[src/rtl/instr_decode_pipe.sv]
// Handshaked JSilicon instruction decoder with a one-entry registered output stage.
// Define DECODER_EXT_EN to enable the two-word extended form (all-ones opcode prefix + full-width immediate).
module instr_decode_pipe #(
  parameter int INSTR_W = 8,
  parameter int OPC_W   = 3
) (
  input  logic               clock,
  input  logic               reset,
  input  logic               ena,
  input  logic               flush,
  input  logic               in_valid,
  output logic               in_ready,
  input  logic [INSTR_W-1:0] instr_in,
  output logic               out_valid,
  input  logic               out_ready,
  output logic [OPC_W-1:0]   alu_opcode,
  output logic               reg_sel,
  output logic [INSTR_W-1:0] operand,
  output logic               alu_enable,
  output logic               write_enable,
  output logic               ext,
  output logic               illegal
);

  localparam int FLD_W = INSTR_W - OPC_W - 1;
  localparam logic [OPC_W-1:0] OPC_LAST_ALU = OPC_W'(4);
  localparam logic [OPC_W-1:0] OPC_CMP      = OPC_W'(5);
  localparam logic [OPC_W-1:0] OPC_NOP      = OPC_W'(6);

  // Returns {alu_enable, write_enable, illegal} for a decoded opcode value.
  function automatic logic [2:0] opcode_ctl(input logic [OPC_W-1:0] opc);
    if (opc <= OPC_LAST_ALU)  return 3'b110;
    else if (opc == OPC_CMP)  return 3'b100;
    else if (opc == OPC_NOP)  return 3'b000;
    else                      return 3'b001;
  endfunction

  // Handshake: a word moves when in_valid & in_ready; in_ready needs ena, no flush,
  // and an empty output stage or one being drained this cycle. Output moves on out_valid & out_ready.
  logic [OPC_W-1:0]   word_opc;
  logic               accept;
  logic               load;
  logic [OPC_W-1:0]   ld_opc;
  logic               ld_sel;
  logic [INSTR_W-1:0] ld_operand;
  logic               ld_ext;
  logic [2:0]         ld_ctl;

  assign word_opc = instr_in[INSTR_W-1 -: OPC_W];
  assign in_ready = ~reset & ena & ~flush & (~out_valid | out_ready);
  assign accept   = in_valid & in_ready;

`ifdef DECODER_EXT_EN
  typedef enum logic {S_OP, S_IMM} state_t;
  localparam logic [OPC_W-1:0] OPC_PREFIX = '1;

  state_t           state;
  logic [OPC_W-1:0] pend_opc;
  logic             pend_sel;
  logic             take_prefix;

  assign take_prefix = (state == S_OP) && (word_opc == OPC_PREFIX);
  assign load        = accept & ~take_prefix;

  always_ff @(posedge clock or posedge reset) begin
    if (reset) begin
      state    <= S_OP;
      pend_opc <= '0;
      pend_sel <= 1'b0;
    end else if (ena) begin
      if (flush) begin
        state    <= S_OP;
        pend_opc <= '0;
        pend_sel <= 1'b0;
      end else if (accept) begin
        if (take_prefix) begin
          state    <= S_IMM;
          pend_opc <= instr_in[OPC_W-1:0];
          pend_sel <= instr_in[FLD_W];
        end else begin
          state <= S_OP;
        end
      end
    end
  end
`else
  assign load = accept;
`endif

  always_comb begin
    ld_opc     = word_opc;
    ld_sel     = instr_in[FLD_W];
    ld_operand = {{(INSTR_W-FLD_W){1'b0}}, instr_in[FLD_W-1:0]};
    ld_ext     = 1'b0;
    ld_ctl     = opcode_ctl(word_opc);
`ifdef DECODER_EXT_EN
    if (state == S_IMM) begin
      ld_opc     = pend_opc;
      ld_sel     = pend_sel;
      ld_operand = instr_in;
      ld_ext     = 1'b1;
      // NOP and a nested prefix have no meaning behind a prefix.
      ld_ctl     = ((pend_opc == OPC_NOP) || (pend_opc == OPC_PREFIX)) ? 3'b001
                                                                      : opcode_ctl(pend_opc);
    end
`endif
  end

  always_ff @(posedge clock or posedge reset) begin
    if (reset) begin
      out_valid    <= 1'b0;
      alu_opcode   <= '0;
      reg_sel      <= 1'b0;
      operand      <= '0;
      alu_enable   <= 1'b0;
      write_enable <= 1'b0;
      ext          <= 1'b0;
      illegal      <= 1'b0;
    end else if (ena) begin
      if (flush) begin
        out_valid <= 1'b0;
      end else if (load) begin
        out_valid    <= 1'b1;
        alu_opcode   <= ld_opc;
        reg_sel      <= ld_sel;
        operand      <= ld_operand;
        alu_enable   <= ld_ctl[2];
        write_enable <= ld_ctl[1];
        ext          <= ld_ext;
        illegal      <= ld_ctl[0];
      end else if (out_ready) begin
        out_valid <= 1'b0;
      end
    end
  end

endmodule
[config.mk]
export PLATFORM = sky130hd
export DESIGN_NAME = instr_decode_pipe
export DESIGN_NICKNAME = d
export VERILOG_FILES = /design/src/rtl/instr_decode_pipe.sv
export SDC_FILE = /design/constraint.sdc
export NUM_CORES = 1
export LEC_CHECK = 0
export BUFFER_PORTS_ARGS = -buffer_cell sky130_fd_sc_hd__buf_2
export CORE_UTILIZATION = 44
export CTS_BUF_LIST = sky130_fd_sc_hd__clkbuf_8
export DETAILED_ROUTE_END_ITERATION = 8
export PLACE_DENSITY = 0.8
export SLEW_MARGIN = 20
export SYNTH_ARGS = -nofsm -noshare
export SYNTH_HDL_FRONTEND = slang
export SYNTH_SLANG_ARGS = --single-unit
[constraint.sdc]
create_clock -name clock -period 1.5 [get_ports clock]
set_input_delay 0.075 -clock clock [delete_from_list [all_inputs] [get_ports clock]]
set_output_delay 0.075 -clock clock [all_outputs]
set_load 0.05 [all_outputs]
Yosys cells after proc, flatten, opt, wreduce, memory -nomap -nowiden
Index checks and enable logic that the tools add are counted.
{ "classes": {"n_addsub": 0, "n_mul": 0, "div": 0, "n_lt_le_gt_ge": 1, "n_eq_ne": 2, "n_shift": 0, "n_mux": 6, "bitwise": 8, "n_reduce_logical": 3} }
{ "op_table": {"columns": ["cell", "count"], "rows": [
  ["equality test 3 bit, second input constant", 2],
  ["two-way mux 3 bit", 2],
  ["AND 1 bit", 4],
  ["two-way mux 1 bit", 4],
  ["less-or-equal comparator 3 bit, second input constant", 1],
  ["NOT 1 bit", 3],
  ["AND reduction 3 bit", 1],
  ["nonzero test 3 bit", 1],
  ["AND reduction 2 bit", 1],
  ["bitwise OR 1 bit", 1]
]} }
{ "word_totals": {"regBits": 12, "latch_bits": 0, "ramBits": 0, "rom_bits": 0, "output_inout_bits": 18, "memories": 0} }

Depth between registers and ports, before layout
{ "depth": {"ltp_word": 7, "mapped_depth": 4} }

Least setup slack after synthesis
OpenSTA, ideal clock, no wires.
{ "synth_timing": {"path_kind": "reg2out", "startpoint": "register out_valid", "endpoint": "output in_ready", "t_arrival_ns": 2.376, "t_required_ns": 1.425, "slack_ns": -0.951, "path_stages_with_launch": 3, "cell_sequence": "dfrtp_1 -> nor2b_4 -> nor4b_1"} }
{ "synth_between": {"elab_chain_cells": 3} }
{ "synth_rtl": {"columns": ["element", "line_no", "source"], "rows": [
  ["from (decl)", "14", "output logic out_valid,"],
  ["from (signal assigned)", "111", "out_valid <= 1'b0;"],
  ["from (signal assigned)", "121", "out_valid <= 1'b0;"],
  ["from (signal assigned)", "123", "out_valid <= 1'b1;"],
  ["NOT 1 bit", "50", "assign in_ready = ~reset & ena & ~flush & (~out_valid | out_ready);"],
  ["bitwise OR 1 bit", "50", null],
  ["AND 1 bit", "50", null],
  ["to (decl)", "12", "output logic in_ready,"]
]} }
Every way passes these cells.

Final worst setup path
{ "layout_timing": {"startpoint": "input reset", "endpoint": "register write_enable"} }
{ "layout_between": {"elab_chain_cells": 6} }
{ "layout_rtl": {"columns": ["element", "line_no", "source"], "rows": [
  ["from (decl)", "8", "input logic reset,"],
  ["NOT 1 bit", "50", null],
  ["AND 1 bit (3 in series)", "50", null],
  ["AND 1 bit", "51", "assign accept = in_valid & in_ready;"],
  ["AND reduction 3 bit (no line)", null, null],
  ["to (signal assigned)", "128", "write_enable <= ld_ctl[1];"],
  ["to (decl)", "20", "output logic write_enable,"]
]} }
Every way passes these cells.
A chain may end at the register's enable or synchronous reset.

==> results.toml <==
[outcome]
outcome = "complete, no violations"

[routing]
vias = 386
avgRoutedWirePerCell_um = 12.12
routed_via_density = 4.595
ant_nets = 0
drt_first_pass_iters = 1
dr.first_iter.drc_count = 0
postRouteWirelength_um = 1018
route.detailed.drc = 0

[synth]
syn_avg_cell_area_um2 = 14.22
yosysSeqAreaShare_pct = 51.50
yosys-top-cells-count = "dfrtp_1, mux2_4, buf_4"
synth_top_area_share_pct = 51.50
post_synth_main_area_contributors = "dfrtp_1, mux2_4, buf_4"
mappedNetlistArea_um2 = 583.1
yosys.cell_count.top_type = "dfrtp_1"
synthCells = 41
cell_taking_the_most_area_after_synthesis = "dfrtp_1"
yosysWarningCount = 0
async_flop_share_pct = 100.0
synth_enable_flop_cells = 0
ys_types = 14
synth_seq_cells = 12
postSynth.topFlopCell = "dfrtp_1"

[clock_tree]
cts.sink_count = 12
tritoncts.num_buffers = 3
ctsLongestPathBuffers = 2
cts_tree = "done"
insertion_delay_ps = 230
htree_num_levels = 1
cts-resized-gates = 0
cts.reportedPaths.clkPinSlew_ps = 50
clockRootBuffer = "clkbuf_8"

[timing]
timing.clock.skew_ps = 2.384
maxSlewViolCount = 0
max_clock_freq_ghz = 0.6827
final.setup.worst_slack_ps = 35.21
setup_repair_after_global_routing_missed_its_margin = "false"
tmin_final_ps = 1465
hold_violations = 0
timing.setup.tns_ps = 0
final_setup_violation_count = 0
timing.final.crit_share_pct = 97.65

[setup_path]
critical_path.n_buffers_inverters = 2
worstPathRequired_ps = 1620
worst-path-max-fanout = 12
max_stage_delay_ps = 530
crit_path_end_kind = "register"
cp-start-kind = "primary input"
arrival_ps = 1580
crit_slowest_cell = "dlygate4sd3_1"
critical-path-top-delay-family = "buffers and inverters"
crit_path_cell_trace = "dlygate4sd3_1 -> buf_2 -> or3_4 -> mux2_4"
critPathLaunch = "reset"
r2r_start = "out_valid$_DFFE_PP0P_"
worst-setup-path-type = "primary input to register"

[placed_design]
globalplace.congestion = 0.5915
preCtsSetupSlack_ps = 35.58
dp.cells = 79
hpwlAfterDp_um = 803.1
io_buffer_count = 26

[grt]
grtUsageTotal_pct = 16.11
grt_first_pass_wirelength_um = 1531
globalRoute.totalOverflow = 0
grt_antenna_before_repair = 0
vias_in_the_first_global_route = 362
grt_start_max_net_pins = 13

[floorplan]
placementRows = 12
die_extent_in_y_um = 38.40
design.core.area_mm2 = 0.001171
top_level_ports = 32
floorplan.initialDensity_pct = 49.79
dieArea_mm2 = 0.001475
die_x_extent_um = 38.40

[power_and_ir_drop]
worst_ir_drop_vdd_mv = 0.6489
static-leakage-power_uw = 0.0004317
powerDensity_mw_per_mm2 = 1598

[hold_path]
hold_path.startpoint = "instr_in[4]"
min-delay-path-class = "primary input to register"

[finish]
num-nets-final = 85
num_antenna_cells = 0
area_growth_pct = 33.48
post_route_cells_drive_above_1_share_pct = 64.29
fin_cells = 84

[job]
cap_violations = 0
## placed cells by master, fill, tap and decap left out
cell	count
and3_1	1
buf_2	26
clkbuf_8	4
conb_1	5
dfrtp_1	11
dfrtp_2	1
dlygate4sd3_1	1
inv_1	1
mux2_2	2
mux2_4	9
nand2_1	3
nand3b_1	1
nor2b_4	1
nor4b_4	1
o21ai_0	2
or3_4	1
## per-layer routing
layer	share of wire (%)	vias up	GRT usage [%]	wire length (µm)
li1	-	191	-	-
met1	42	176	18.96	425
met2	51	17	25.85	522
met3	5.6	2	4.070	57
met4	1.2	0	10.34	12
met5	0	-	0	0
## cell type report
class / instances / area (µm²)
clock buffers: 4 / 55.05
fillers: 99 / 392.9
inverters: 1 / 3.754
multi-input cells: 26 / 260.3
flip-flops and latches: 12 / 301.5
well taps: 14 / 17.52
repair buffers: 27 / 140.1
## cell families (layout without fill, tap and decap cells)
logic type / after synthesis / after routing / synth area share [%]
AND/OR/NAND/NOR: 8 / 8 / 10.09
other: 1 / 5 / 0.6432
buffers and inverters: 7 / 32 / 9.013
flip-flops: 12 / 12 / 51.50
multiplexers: 11 / 11 / 27.04
AO/OA/AOI/OAI: 2 / 2 / 1.717
## where the power goes
part	total, µW	switching [µW]	internal, µW	leakage [µW]
Combinational	474	331	143	0.000259
Sequential	424	34.4	390	0.000144
Clock	345	114	231	0.0000288
## final timing paths
path | end | depth (start not counted) | slack [ps]
setup / recovery | write_enable$_DFFE_PP0P_ | 4 | 40
hold / removal | reg_sel$_DFFE_PP0P_ | 2 | 70
setup reg to reg | write_enable$_DFFE_PP0P_ | 3 | 40
hold reg to reg | out_valid$_DFFE_PP0P_ | 2 | 500
max in group asynchronous | out_valid$_DFFE_PP0P_ | 3 | 710
min in group asynchronous | alu_enable$_DFFE_PP0P_ | 3 | 440
## stage by stage
| step | area [µm²] | power, µW | util (%) | hold slack (ps) |
|---|---|---|---|---|
| 6_report | 778.2 | 1243 | 66.45 | 69.05 |
| 5_1_grt | 778.2 | 1295 | 66.45 | 64.09 |
| 3_5_place_dp | 713.2 | 905.9 | 60.90 | 152.9 |
| 2_1_floorplan | 614.3 | 807.7 | - | -60.37 |
| 3_3_place_gp | 713.2 | 895.3 | 60.90 | 132.0 |
| 4_1_cts | 778.2 | 1256 | 66.45 | 66.85 |
## worst reg2reg max path, cell delays in order (launching register included)
cell     delay (ps)
dfrtp_2         400
nor2b_4         140
or3_4           470
mux2_4          340
## timing repair
item                                    CTS  global route
setup buffers                             0             0
hold endpoints to repair                 12             0
endpoints found under the setup margin    0             0
hold buffers                              1             0
## sequential cells by signal, summed over array words and instances, names as in the netlist
| name | flops |
|---|---|
| alu_enable | 1 |
| alu_opcode | 3 |
| illegal | 1 |
| operand | 4 |
| out_valid | 1 |
| reg_sel | 1 |
| write_enable | 1 |
Note: power is estimated with default switching activity, not from simulation.
